**config.mk**
```make
export PLATFORM = sky130hd
export DESIGN_NAME = bus_transfer_arbiter
export DESIGN_NICKNAME = d
export VERILOG_FILES = /design/src/rtl/bus_transfer_arbiter.sv
export SDC_FILE = /design/constraint.sdc
export NUM_CORES = 1
export LEC_CHECK = 0
export CORE_ASPECT_RATIO = 1.4
export CORE_UTILIZATION = 50
export DETAILED_ROUTE_END_ITERATION = 16
export PLACE_DENSITY = 0.87
export RECOVER_POWER = 50
export SYNTH_ARGS = -nofsm -noshare
export SYNTH_HDL_FRONTEND = slang
export SYNTH_SLANG_ARGS = --single-unit
```
**constraint.sdc**
```tcl
create_clock -name i_clock -period 6.75 [get_ports i_clock]
set_clock_uncertainty 0.05 [all_clocks]
set_input_delay 0.675 -clock i_clock [delete_from_list [all_inputs] [get_ports i_clock]]
set_output_delay 0.675 -clock i_clock [all_outputs]
set_load 0.02 [all_outputs]
```
**src/rtl/bus_transfer_arbiter.sv**
```systemverilog
// Round-robin arbiter that sequences one register-to-register move at a time
// over the shared datapath bus: IDLE -> DRIVE -> LATCH -> DONE -> IDLE.
module bus_transfer_arbiter #(
  parameter int NUM_REQ  = 4,
  parameter int NUM_REGS = 16,
  parameter int SEL_W    = 4
) (
  input  logic                     i_clock,
  input  logic                     i_clear,
  input  logic [NUM_REQ-1:0]       i_req,
  input  logic [NUM_REQ*SEL_W-1:0] i_src_sel,
  input  logic [NUM_REQ*SEL_W-1:0] i_dst_sel,
  output logic [NUM_REQ-1:0]       o_grant,
  output logic [NUM_REQ-1:0]       o_done,
  output logic [NUM_REGS-1:0]      o_reg_out,
  output logic [NUM_REGS-1:0]      o_reg_in,
  output logic                     o_busy
);

  localparam int IDX_W = $clog2(NUM_REQ);

  typedef enum logic [1:0] {
    IDLE  = 2'd0,
    DRIVE = 2'd1,
    LATCH = 2'd2,
    DONE  = 2'd3
  } state_t;

  state_t               r_state, w_state_nx;
  logic [IDX_W-1:0]     r_rr_ptr, w_rr_ptr_nx;
  logic [IDX_W-1:0]     r_gidx, w_gidx_nx;
  logic [SEL_W-1:0]     r_src, w_src_nx;
  logic [SEL_W-1:0]     r_dst, w_dst_nx;
  logic [NUM_REQ-1:0]   r_grant, w_grant_nx;
  logic [NUM_REQ-1:0]   r_done, w_done_nx;
  logic [NUM_REGS-1:0]  r_reg_out, w_reg_out_nx;
  logic [NUM_REGS-1:0]  r_reg_in, w_reg_in_nx;

  logic                 w_found;
  logic [IDX_W-1:0]     w_pick;
  logic [IDX_W-1:0]     w_scan;
  logic [SEL_W-1:0]     w_pick_src;
  logic [SEL_W-1:0]     w_pick_dst;

  function automatic logic [IDX_W-1:0] wrap_inc(input logic [IDX_W-1:0] v);
    if (int'(v) == NUM_REQ - 1) return '0;
    return v + IDX_W'(1);
  endfunction

  // Out-of-range indices decode to all zeros, so the bus stays idle and nothing is written.
  function automatic logic [NUM_REGS-1:0] reg_dec(input logic [SEL_W-1:0] s);
    logic [NUM_REGS-1:0] d;
    d = '0;
    for (int unsigned r = 0; r < NUM_REGS; r++) d[r] = (32'(s) == r);
    return d;
  endfunction

  function automatic logic [NUM_REQ-1:0] req_onehot(input logic [IDX_W-1:0] g);
    logic [NUM_REQ-1:0] oh;
    oh = '0;
    for (int unsigned k = 0; k < NUM_REQ; k++) oh[k] = (32'(g) == k);
    return oh;
  endfunction

  // Scan rr_ptr, rr_ptr+1, ... (mod NUM_REQ); first pending requester wins.
  always_comb begin
    w_found = 1'b0;
    w_pick  = '0;
    w_scan  = r_rr_ptr;
    for (int unsigned k = 0; k < NUM_REQ; k++) begin
      if (!w_found && i_req[w_scan]) begin
        w_found = 1'b1;
        w_pick  = w_scan;
      end
      w_scan = wrap_inc(w_scan);
    end
  end

  assign w_pick_src = i_src_sel[w_pick*SEL_W +: SEL_W];
  assign w_pick_dst = i_dst_sel[w_pick*SEL_W +: SEL_W];

  always_comb begin
    w_state_nx   = r_state;
    w_rr_ptr_nx  = r_rr_ptr;
    w_gidx_nx    = r_gidx;
    w_src_nx     = r_src;
    w_dst_nx     = r_dst;
    w_grant_nx   = r_grant;
    w_done_nx    = '0;
    w_reg_out_nx = '0;
    w_reg_in_nx  = '0;
    unique case (r_state)
      IDLE: begin
        w_grant_nx = '0;
        if (w_found) begin
          w_state_nx   = DRIVE;
          w_gidx_nx    = w_pick;
          w_src_nx     = w_pick_src;
          w_dst_nx     = w_pick_dst;
          w_grant_nx   = req_onehot(w_pick);
          w_reg_out_nx = reg_dec(w_pick_src);
        end
      end
      DRIVE: begin
        w_state_nx   = LATCH;
        w_reg_out_nx = reg_dec(r_src);
        w_reg_in_nx  = reg_dec(r_dst);
      end
      LATCH: begin
        w_state_nx = DONE;
        w_done_nx  = req_onehot(r_gidx);
      end
      DONE: begin
        w_state_nx  = IDLE;
        w_grant_nx  = '0;
        w_rr_ptr_nx = wrap_inc(r_gidx);
      end
      default: w_state_nx = IDLE;
    endcase
  end

  always_ff @(posedge i_clock) begin
    if (!i_clear) begin
      r_state   <= IDLE;
      r_rr_ptr  <= '0;
      r_gidx    <= '0;
      r_src     <= '0;
      r_dst     <= '0;
      r_grant   <= '0;
      r_done    <= '0;
      r_reg_out <= '0;
      r_reg_in  <= '0;
    end else begin
      r_state   <= w_state_nx;
      r_rr_ptr  <= w_rr_ptr_nx;
      r_gidx    <= w_gidx_nx;
      r_src     <= w_src_nx;
      r_dst     <= w_dst_nx;
      r_grant   <= w_grant_nx;
      r_done    <= w_done_nx;
      r_reg_out <= w_reg_out_nx;
      r_reg_in  <= w_reg_in_nx;
    end
  end

  assign o_grant   = r_grant;
  assign o_done    = r_done;
  assign o_reg_out = r_reg_out;
  assign o_reg_in  = r_reg_in;
  assign o_busy    = (r_state != IDLE);

endmodule

```
# Word level (Yosys, flattened, before mapping)
# Cells that the tools add are included.
# word_totals
reg_bits	54
elab_cells	130
# op_classes
addsub	4
n_lt_le_gt_ge	4
n_eq_ne	59
shifts	2
n_mux	35
reduce_logical	17
# op_table
cell	n
== test 4 bit (second input constant)	24
== test 4 x 3 -> 1 bit (second input constant)	12
one-hot mux 16 bit (2 select lines)	1
indexed part select 16 x 5 -> 4 bit	2
2-to-1 mux 2 bit	13
== test 4 x 2 -> 1 bit (second input constant)	6
2-to-1 mux 16 bit	1
== test 2 x 1 -> 1 bit (second input constant)	7
2-to-1 mux 1 bit	13
== test 2 bit (second input constant)	6
== test 4 x 1 -> 1 bit (second input constant)	3
zero test 4 bit	3
less-than comparator 2 x 3 -> 1 bit (second input constant)	4
adder 2 x 1 -> 2 bit (second input constant)	4
binary-select mux 1 bit (select 2 bit)	4
one-hot mux 2 bit (4 select lines)	1
one-hot mux 4 bit (2 select lines)	1
zero test 2 bit	3
AND reduction 2 bit	3
2-to-1 mux 4 bit	1
nonzero test 2 bit	2
logical AND 1 bit	3
zero test 1 bit	3
inequality test 2 bit (second input constant)	1

# Depth between registers and ports, before layout
# Gate-level depths: netlist of run 1.
# logic_depth
word_depth	17
ltp_mapped	12
mapped_depth_nobuf	9

# Worst setup path after synthesis of run 1
# No wires, ideal clock.
# synth_path
path_kind	flip-flop to flip-flop
start	register r_rr_ptr[0]
end	register r_reg_out[0] (netlist: o_reg_out[0])
setup_time_ns	0.092
arrival_time_ns	3.187
setup_slack_ns	3.420
path_stages_with_launch	12
n_path_buf	2
synth_period_minus_slack_ns	3.330
cell_sequence	dfxtp_1 -> ha_1 -> clkbuf_1 -> or3_4 -> a2111o_1 -> a21o_1 -> or3_1 -> buf_6 -> a31oi_4 -> a22oi_1 -> or3_4 -> o32ai_1
# synth_between
elab_chain_len	17
elab_cells_between_ends	38
classes_between	3 x add/sub; 3 x eq/ne; 1 x shift; 24 x mux; 7 x reduce/logical
# synth_lines
item	line	text
start: declaration	30	logic [IDX_W-1:0] r_rr_ptr, w_rr_ptr_nx;
start signal: assignment	135	r_rr_ptr <= w_rr_ptr_nx;
branches (longest 15 deep; another with adder 2 x 1 -> 2 bit)	-	
2-to-1 mux 16 bit *	95	if (w_found) begin
one-hot mux 16 bit (2 select lines) *	92	unique case (r_state)
end signal: assignment	141	r_reg_out <= w_reg_out_nx;
end: declaration	36	logic [NUM_REGS-1:0] r_reg_out, w_reg_out_nx;
# Mark *: on every way between the ends. The select of a mux whose other input is x is not followed.
# A chain may end at the register's enable or synchronous reset.

# Final worst setup path of run 1
# layout_path
start	register r_rr_ptr[0]
end	register r_reg_out[15] (netlist: o_reg_out[15])
# layout_between
elab_chain_len	17
elab_cells_between_ends	38
classes_between	3 x add/sub; 4 x eq/ne; 1 x shift; 24 x mux; 6 x reduce/logical
# layout_lines
item	line
branches (longest 15 deep; another with adder 2 x 1 -> 2 bit)	-
2-to-1 mux 16 bit *	95
one-hot mux 16 bit (2 select lines) *	92
# Marked as above.

==> insert_results.sql, run 1 <==
INSERT INTO impl_metrics (metric_group, metric, value, unit) VALUES
('run_status', 'run_status', 'finished, final reports clean', ''),
('worst_setup_path', 'crit_required', '6.91', 'ns'),
('run', 'max_cap_viol_count', '0', ''),
('timing', 'max_freq', '0.231', 'GHz'),
('timing', 'timing.setup.tns', '0', 'ns'),
('detailed_routing', 'firstDrtPassIters', '4', ''),
('floorplan', 'fp.dieH', '88.6', 'um'),
('worst_setup_path', 'critPathLaunchType', 'register', ''),
('cts', 'post_cts_hold_buffer_count', '0', ''),
('synth', 'synth_top_area_cell', 'dfxtp_1', ''),
('grt', 'grt_busiest_layer', 'met2', ''),
('cts', 'clock-root-buffer', 'clkbuf_8', ''),
('synth', 'synth.most_common_cell', 'dfxtp_1', ''),
('worst_setup_path', 'path_max_fanout', '23', ''),
('synth', 'synth_xor_area_share', '0', '%'),
('floorplan', 'dieArea', '5660', 'um^2'),
('detailed_routing', 'finalWirelength', '6.25', 'mm'),
('floorplan', 'effective_utilization_at_floorplan', '51.9', '%'),
('timing', 'timing.slew.headroom', '41.1', '%'),
('cts', 'cts_buffers', '5', ''),
('synth', 'post_synth_most_frequent_cells', '54 x dfxtp_1, 23 x nand2_1, 21 x nor2_1', ''),
('detailed_routing', 'drtAntennaViolNets', '0', ''),
('detailed_routing', 'detail_route.drc_violations', '0', ''),
('floorplan', 'fp-row-count', '31', ''),
('cells_and_area', 'layout.cells.non_filler', '416', ''),
('synth', 'yosys-top-cells-area', 'dfxtp_1 40%, o32ai_1 5.2%, mux2i_1 4.9%', ''),
('grt', 'initial_antenna_violation_count', '0', ''),
('synth', 'synth_top_flop_cell', 'dfxtp_1', ''),
('synth', 'yosys.area_share.adder', '4.21', '%'),
('cells_and_area', 'antenna_cells_inserted', '0', ''),
('cells_and_area', 'filler_cell_count_in_the_final_layout', '412', ''),
('cts', 'clk_pin_slew', '0.09', 'ns'),
('synth', 'share_of_flip_flops_with_an_asynchronous_set_or_reset', '0', '%'),
('detailed_routing', 'num_vias', '2430', ''),
('worst_setup_path', 'critical_path_arrival', '4.48', 'ns'),
('placed_design', 'place_congestion', '0.832', ''),
('synth', 'netlist_instances', '278', ''),
('grt', 'pin_count_of_the_biggest_net_entering_global_routing', '30', ''),
('synth', 'syn_avg_cell_area', '9.63', 'um^2'),
('cts', 'cts.htree.levels', '2', ''),
('placed_design', 'port_buffers', '78', ''),
('synth', 'synth_enable_flop_cells', '0', ''),
('synth', 'synth_compound_area_share', '21.4', '%'),
('cts', 'clock_tree_from_tritoncts', 'done', ''),
('power', 'power.density_cell_area', '354', 'nW/um^2'),
('cts', 'clock_path_buffers', '2', ''),
('timing', 'worst_pin_slew', '0.880', 'ns'),
('grt', 'met2_usage', '41.2', '%'),
('grt', 'met1_usage', '24.3', '%'),
('grt', 'total_grt_usage', '22.8', '%'),
('timing', 'rsz0062_at_grt', 'false', ''),
('cts', 'clkSinkCount', '54', ''),
('detailed_routing', 'post_drt_wl_per_cell', '15.0', 'um'),
('timing', 'finalMaxSlewViolations', '0', ''),
('synth', 'synthesis.nets', '325', ''),
('cts', 'post_cts_resize_count', '0', ''),
('worst_setup_path', 'setup.worst_path.end_class', 'register', ''),
('floorplan', 'num_io_pins', '79', ''),
('synth', 'synth.top_cell.area_share', '40.4', '%'),
('cells_and_area', 'area_growth_syn_to_layout', '33.5', '%'),
('timing', 'hold_viol', '0', ''),
('synth', 'synth_warnings', '0', ''),
('detailed_routing', 'dr.first_iter.drc_count', '68', ''),
('worst_hold_path', 'hold_class', 'reg -> reg', ''),
('floorplan', 'core', '5160', 'um^2'),
('grt', 'gr-total-overflow', '0', ''),
('grt', 'grt_use_met3', '5.54', '%'),
('synth', 'synthMuxAreaShare', '10.2', '%'),
('timing', 'fin_crit', '4.33', 'ns'),
('power', 'power.leakage', '1.43', 'nW'),
('power', 'ir_drop_worst_case_vdd', '0.167', 'mV');
==> placed cells by master, fill, tap and decap left out, drive strengths merged, types with 8 or more instances in the layout <==
| cell | instances |
|---|---|
| dfxtp | 54 |
| dlygate4sd3 | 41 |
| clkdlybuf4s50 | 37 |
| nand2 | 24 |
| nor2 | 21 |
| o32ai | 16 |
| mux2i | 13 |
| o21ai | 13 |
| ha | 9 |
| mux2 | 8 |
| nand3 | 8 |
| nor3 | 8 |
==> logic make-up (layout without fill, tap and decap cells) <==
family          Yosys count  after routing
simple gates            102            102
compound gates           69             69
flops                    54             54
mux                      23             23
buf+inv                  21             93
fa+ha+maj                 9              9
==> area by class of cell <==
class                           count  share of cell area, %
Timing Repair Buffer               78                   21.8
Clock inverter                      1                  0.245
Inverter                            7                  0.735
Clock buffer                        7                   2.70
Multi-Input combinational cell    203                   41.9
Tap cell                           66                   2.31
Sequential cell                    54                   30.2
==> per-stage QoR <==
| stage | utilization, % | worst slack, ns | total power, W | hold WS, ns | instance area (um^2) |
|---|---|---|---|---|---|
| global route | 69.3 | 2.02 | 0.00135 | 0.519 | 3570 |
| CTS | 69.3 | 2.44 | 0.00127 | 0.477 | 3570 |
| detailed placement | 67.3 | 2.44 | 0.00108 | 0.464 | 3470 |
| floorplan | - | 3.42 | 0.000897 | 0.422 | 2680 |
| finish | 69.3 | 2.42 | 0.00126 | 0.477 | 3570 |
| global placement | 67.3 | 2.60 | 0.00106 | 0.432 | 3470 |
==> critical path, stage by stage (launching register included) <==
cell	delay, ns
dfxtp_1	0.89
ha_1	0.47
or3_4	0.42
a2111oi_0	0.42
o22ai_1	0.13
a32oi_2	0.70
a31oi_1	0.08
a31oi_1	0.43
nand4_1	0.25
o32ai_1	0.37
==> power by group <==
| part | internal (W) | switching (W) | total, W |
|---|---|---|---|
| Clock | 0.0000940 | 0.0000998 | 0.000194 |
| Combinational | 0.000255 | 0.000372 | 0.000626 |
| Sequential | 0.000382 | 0.0000621 | 0.000444 |
==> metal layers <==
metal	up-vias	share of wire, %
met5	-	0
met4	0	3.4
met3	21	7.0
met2	110	50
met1	1116	40
li1	1183	-
==> worst paths after layout <==
kind,from,endpoint,slack [ns],depth (start not counted)
setup / recovery,r_rr_ptr[0],o_reg_out[15],2.42,9
hold reg to reg,r_dst[1],r_dst[1],0.48,2
hold / removal,r_dst[1],r_dst[1],0.48,2
setup reg to reg,r_rr_ptr[0],o_reg_out[15],2.42,9
==> state kept, by name (all words and copies together) (netlist names) <==
name and flops:
o_done 4, o_grant 4, o_reg_in 16, o_reg_out 16, r_dst 4, r_gidx 2, r_rr_ptr 2, r_src 4
r_state 2
Power figures use the tool's default switching activity.
==> inputs of run 2 (changes only) <==
--- a/config.mk
+++ b/config.mk
@@ -6,9 +6,9 @@
 export NUM_CORES = 1
 export LEC_CHECK = 0
 export CORE_ASPECT_RATIO = 1.4
-export CORE_UTILIZATION = 50
+export CORE_UTILIZATION = 47
 export DETAILED_ROUTE_END_ITERATION = 16
-export PLACE_DENSITY = 0.87
+export PLACE_DENSITY = 0.83
 export RECOVER_POWER = 50
 export SYNTH_ARGS = -nofsm -noshare
 export SYNTH_HDL_FRONTEND = slang
==> constraint.sdc (replaced) <==
create_clock -name i_clock -period 4 [get_ports i_clock]
set_clock_uncertainty 0.05 [all_clocks]
set_input_delay 0.4 -clock i_clock [delete_from_list [all_inputs] [get_ports i_clock]]
set_output_delay 0.4 -clock i_clock [all_outputs]
set_load 0.02 [all_outputs]
==> insert_results.sql, run 2 (synthesized netlist as in run 1, its figures left out) <==
INSERT INTO impl_metrics (metric_group, metric, value, unit) VALUES
('timing', 'setup_viol', '0', ''),
('power', 'power_frac_comb', '50.4', '%'),
('worst_hold_path', 'min_from', 'r_dst[0]', ''),
('worst_setup_path', 'crit_path_max_incr_delay', '0.52', 'ns'),
('grt', 'pin_count_of_the_biggest_net_entering_global_routing', '30', ''),
('timing', 'finalMaxSlewViolations', '0', ''),
('worst_setup_path', 'worst_r2r_startpoint', 'r_rr_ptr[0]', ''),
('run_status', 'run_status', 'finished, final reports clean', ''),
('worst_setup_path', 'worstReg2RegEnd', 'o_reg_out[11]', ''),
('placed_design', 'preCtsSetupSlack', '0.265', 'ns'),
('floorplan', 'core', '5490', 'um^2'),
('timing', 'timing.slew.headroom', '29.7', '%'),
('worst_setup_path', 'crit_required', '4.16', 'ns'),
('floorplan', 'dieArea', '6010', 'um^2'),
('grt', 'grt_first_pass_wirelength', '10.3', 'mm'),
('worst_hold_path', 'min_delay_worst_endpoint', 'r_dst[0]', ''),
('cells_and_area', 'area_growth_syn_to_layout', '35.8', '%'),
('detailed_routing', 'finalWirelength', '6.33', 'mm'),
('placed_design', 'place_congestion', '0.848', ''),
('timing', 'hold_viol', '0', ''),
('cts', 'post_cts_resize_count', '0', ''),
('worst_hold_path', 'holdPathStages', '2', ''),
('worst_setup_path', 'timing.reg2reg.setup_slack', '0.45', 'ns'),
('timing', 'fin_crit', '3.55', 'ns'),
('worst_setup_path', 'worstSetupPathType', 'reg -> reg', ''),
('timing', 'timing.final.crit_share', '88.8', '%'),
('worst_setup_path', 'crit_family', 'compound AO/OA/AOI/OAI gates', ''),
('detailed_routing', 'drtAntennaViolNets', '0', ''),
('cts', 'cts_buffers', '5', ''),
('power', 'sw_power', '0.000907', 'W'),
('power', 'power.share.switching', '41.1', '%'),
('worst_setup_path', 'path_max_fanout', '22', ''),
('detailed_routing', 'num_vias', '2412', ''),
('cells_and_area', 'final_cell_mix', '54 x dfxtp_1, 52 x clkdlybuf4s50_1, 26 x dlygate4sd3_1', ''),
('timing', 'final.setup.worst_slack', '0.449', 'ns'),
('power', 'power.density_cell_area', '607', 'nW/um^2'),
('power', 'power.leakage', '1.42', 'nW'),
('cts', 'clock-root-buffer', 'clkbuf_8', ''),
('placed_design', 'port_buffers', '78', ''),
('worst_hold_path', 'hold_class', 'reg -> reg', ''),
('cells_and_area', 'mostFrequentLayoutCell', 'dfxtp_1', ''),
('power', 'clock_power_share', '16.4', '%'),
('cells_and_area', 'fraction_of_final_layout_cells_with_drive_strength_greater_than_1', '10.1', '%'),
('cts', 'clock_path_buffers', '2', ''),
('worst_setup_path', 'critical_path_arrival', '3.71', 'ns'),
('detailed_routing', 'firstDrtPassIters', '4', ''),
('timing', 'rsz0062_at_grt', 'false', ''),
('floorplan', 'effective_utilization_at_floorplan', '48.8', '%'),
('timing', 'worst_pin_slew', '1.05', 'ns'),
('grt', 'gr-total-overflow', '0', ''),
('detailed_routing', 'post_drt_wl_per_cell', '14.9', 'um'),
('detailed_routing', 'dr.first_iter.drc_count', '87', ''),
('cts', 'cts_setup_buffers', '0', ''),
('floorplan', 'fp-row-count', '32', ''),
('worst_setup_path', 'setup.worst_path.end_class', 'register', ''),
('floorplan', 'num_io_pins', '79', ''),
('grt', 'initial_antenna_violation_count', '0', ''),
('cts', 'cts.htree.levels', '2', ''),
('cts', 'clock_tree_from_tritoncts', 'done', ''),
('grt', 'total_grt_usage', '22.1', '%'),
('power', 'sequentialPowerShare', '33.2', '%'),
('run', 'max_cap_viol_count', '0', ''),
('worst_setup_path', 'slowest_stage', 'or4_4', ''),
('floorplan', 'fp.dieH', '91.3', 'um'),
('worst_setup_path', 'critPathLaunchType', 'register', ''),
('cts', 'clkSinkCount', '54', ''),
('power', 'internal-power', '0.00130', 'W'),
('grt', 'grt_pass1_vias', '2274', ''),
('timing', 'timing.setup.tns', '0', 'ns'),
('cts', 'post_cts_hold_buffer_count', '0', ''),
('cts', 'clock_latency_on_the_worst_skew_pair', '0.30', 'ns'),
('worst_setup_path', 'crit_path_cell_trace', 'buf_4 -> mux2_2 -> or4_4 -> a31o_2 -> o311a_4 -> o31a_1 -> a22oi_1 -> nand4_1 -> o32ai_1', ''),
('detailed_routing', 'avgViaCountPerCell', '5.68', ''),
('floorplan', 'chipWidth', '65.8', 'um'),
('cells_and_area', 'antenna_cells_inserted', '0', ''),
('worst_setup_path', 'critical_path.n_buffers_inverters', '1', ''),
('cells_and_area', 'nets', '403', ''),
('placed_design', 'dp_hpwl', '4.92', 'mm'),
('cts', 'clk_pin_slew', '0.09', 'ns'),
('timing', 'max_freq', '0.282', 'GHz'),
('detailed_routing', 'detail_route.drc_violations', '0', ''),
('power', 'ir_drop_worst_case_vdd', '0.277', 'mV'),
('worst_setup_path', 'ff2ff_path_depth', '9', '');
-- run 2: changes by cell type in the layout (fill, tap and decap cells not counted) --
cell | before | now
bufinv_16 | 0 | 1
dlygate4sd3_1 | 41 | 26
buf_4 | 0 | 6
clkdlybuf4s50_1 | 37 | 52
clkbuf_8 | 7 | 5
inv_6 | 0 | 1
clkbuf_1 | 0 | 1
-- run 2: worst max-delay path by stage --
stage                     slack [ns]   startpoint            end  cells past startpoint
after global placement          0.31     i_req[1]  o_reg_out[13]                      9
after floorplan                 0.67  r_rr_ptr[0]   o_reg_out[0]                     11
final                           0.45  r_rr_ptr[0]  o_reg_out[11]                      9
after detailed placement        0.26     i_req[1]   o_reg_out[9]                      9
after CTS                       0.49  r_rr_ptr[0]   o_reg_out[9]                      9
after global routing            0.16  r_rr_ptr[0]   o_reg_out[7]                      9
-- run 2: routing by layer --
| metal | vias up | part of all wire (%) | GRT usage (%) |
|---|---|---|---|
| li1 | 1194 | - | - |
| met1 | 1114 | 38 | 23.7 |
| met2 | 92 | 53 | 40.8 |
| met3 | 12 | 6.2 | 4.02 |
| met4 | 0 | 2.0 | 8.70 |
| met5 | - | 0 | 0 |
-- run 2: worst reg2reg max path, stage by stage (launching register included) --
cell     delay [ns]
dfxtp_1        0.35
buf_4          0.28
mux2_2         0.40
or4_4          0.52
a31o_2         0.27
o311a_4        0.35
o31a_1         0.31
a22oi_1        0.33
nand4_1        0.24
o32ai_1        0.37
-- run 2: area by class of cell --
class | count | area, um^2
Fill cell | 458 | 1850
Clock buffer | 5 | 68.8
Inverter | 7 | 26.3
Timing Repair Buffer | 85 | 830
Clock inverter | 3 | 47.5
Sequential cell | 54 | 1080
Multi-Input combinational cell | 203 | 1500
Tap cell | 68 | 85.1
-- run 2: power by group through the flow --
stage / clock network, W / registers [W] / logic (W)
after floorplan: 0 / 0.000782 / 0.000732
after global placement: 0 / 0.000738 / 0.00108
after detailed placement: 0 / 0.000744 / 0.00111
after CTS: 0.000370 / 0.000732 / 0.00112
after global routing: 0.000393 / 0.000749 / 0.00121
final: 0.000363 / 0.000732 / 0.00111
-- run 2: through the flow --
step / hold slack (ns) / total power (W) / instance area [um^2] / cells / util, %
2_1_floorplan: 0.422 / 0.00151 / 2680 / 278 / -
3_3_place_gp: 0.433 / 0.00182 / 3520 / 417 / 64.3
3_5_place_dp: 0.442 / 0.00186 / 3520 / 417 / 64.3
4_1_cts: 0.455 / 0.00222 / 3640 / 425 / 66.4
5_1_grt: 0.500 / 0.00235 / 3640 / 425 / 66.3
6_report: 0.454 / 0.00221 / 3640 / 425 / 66.3
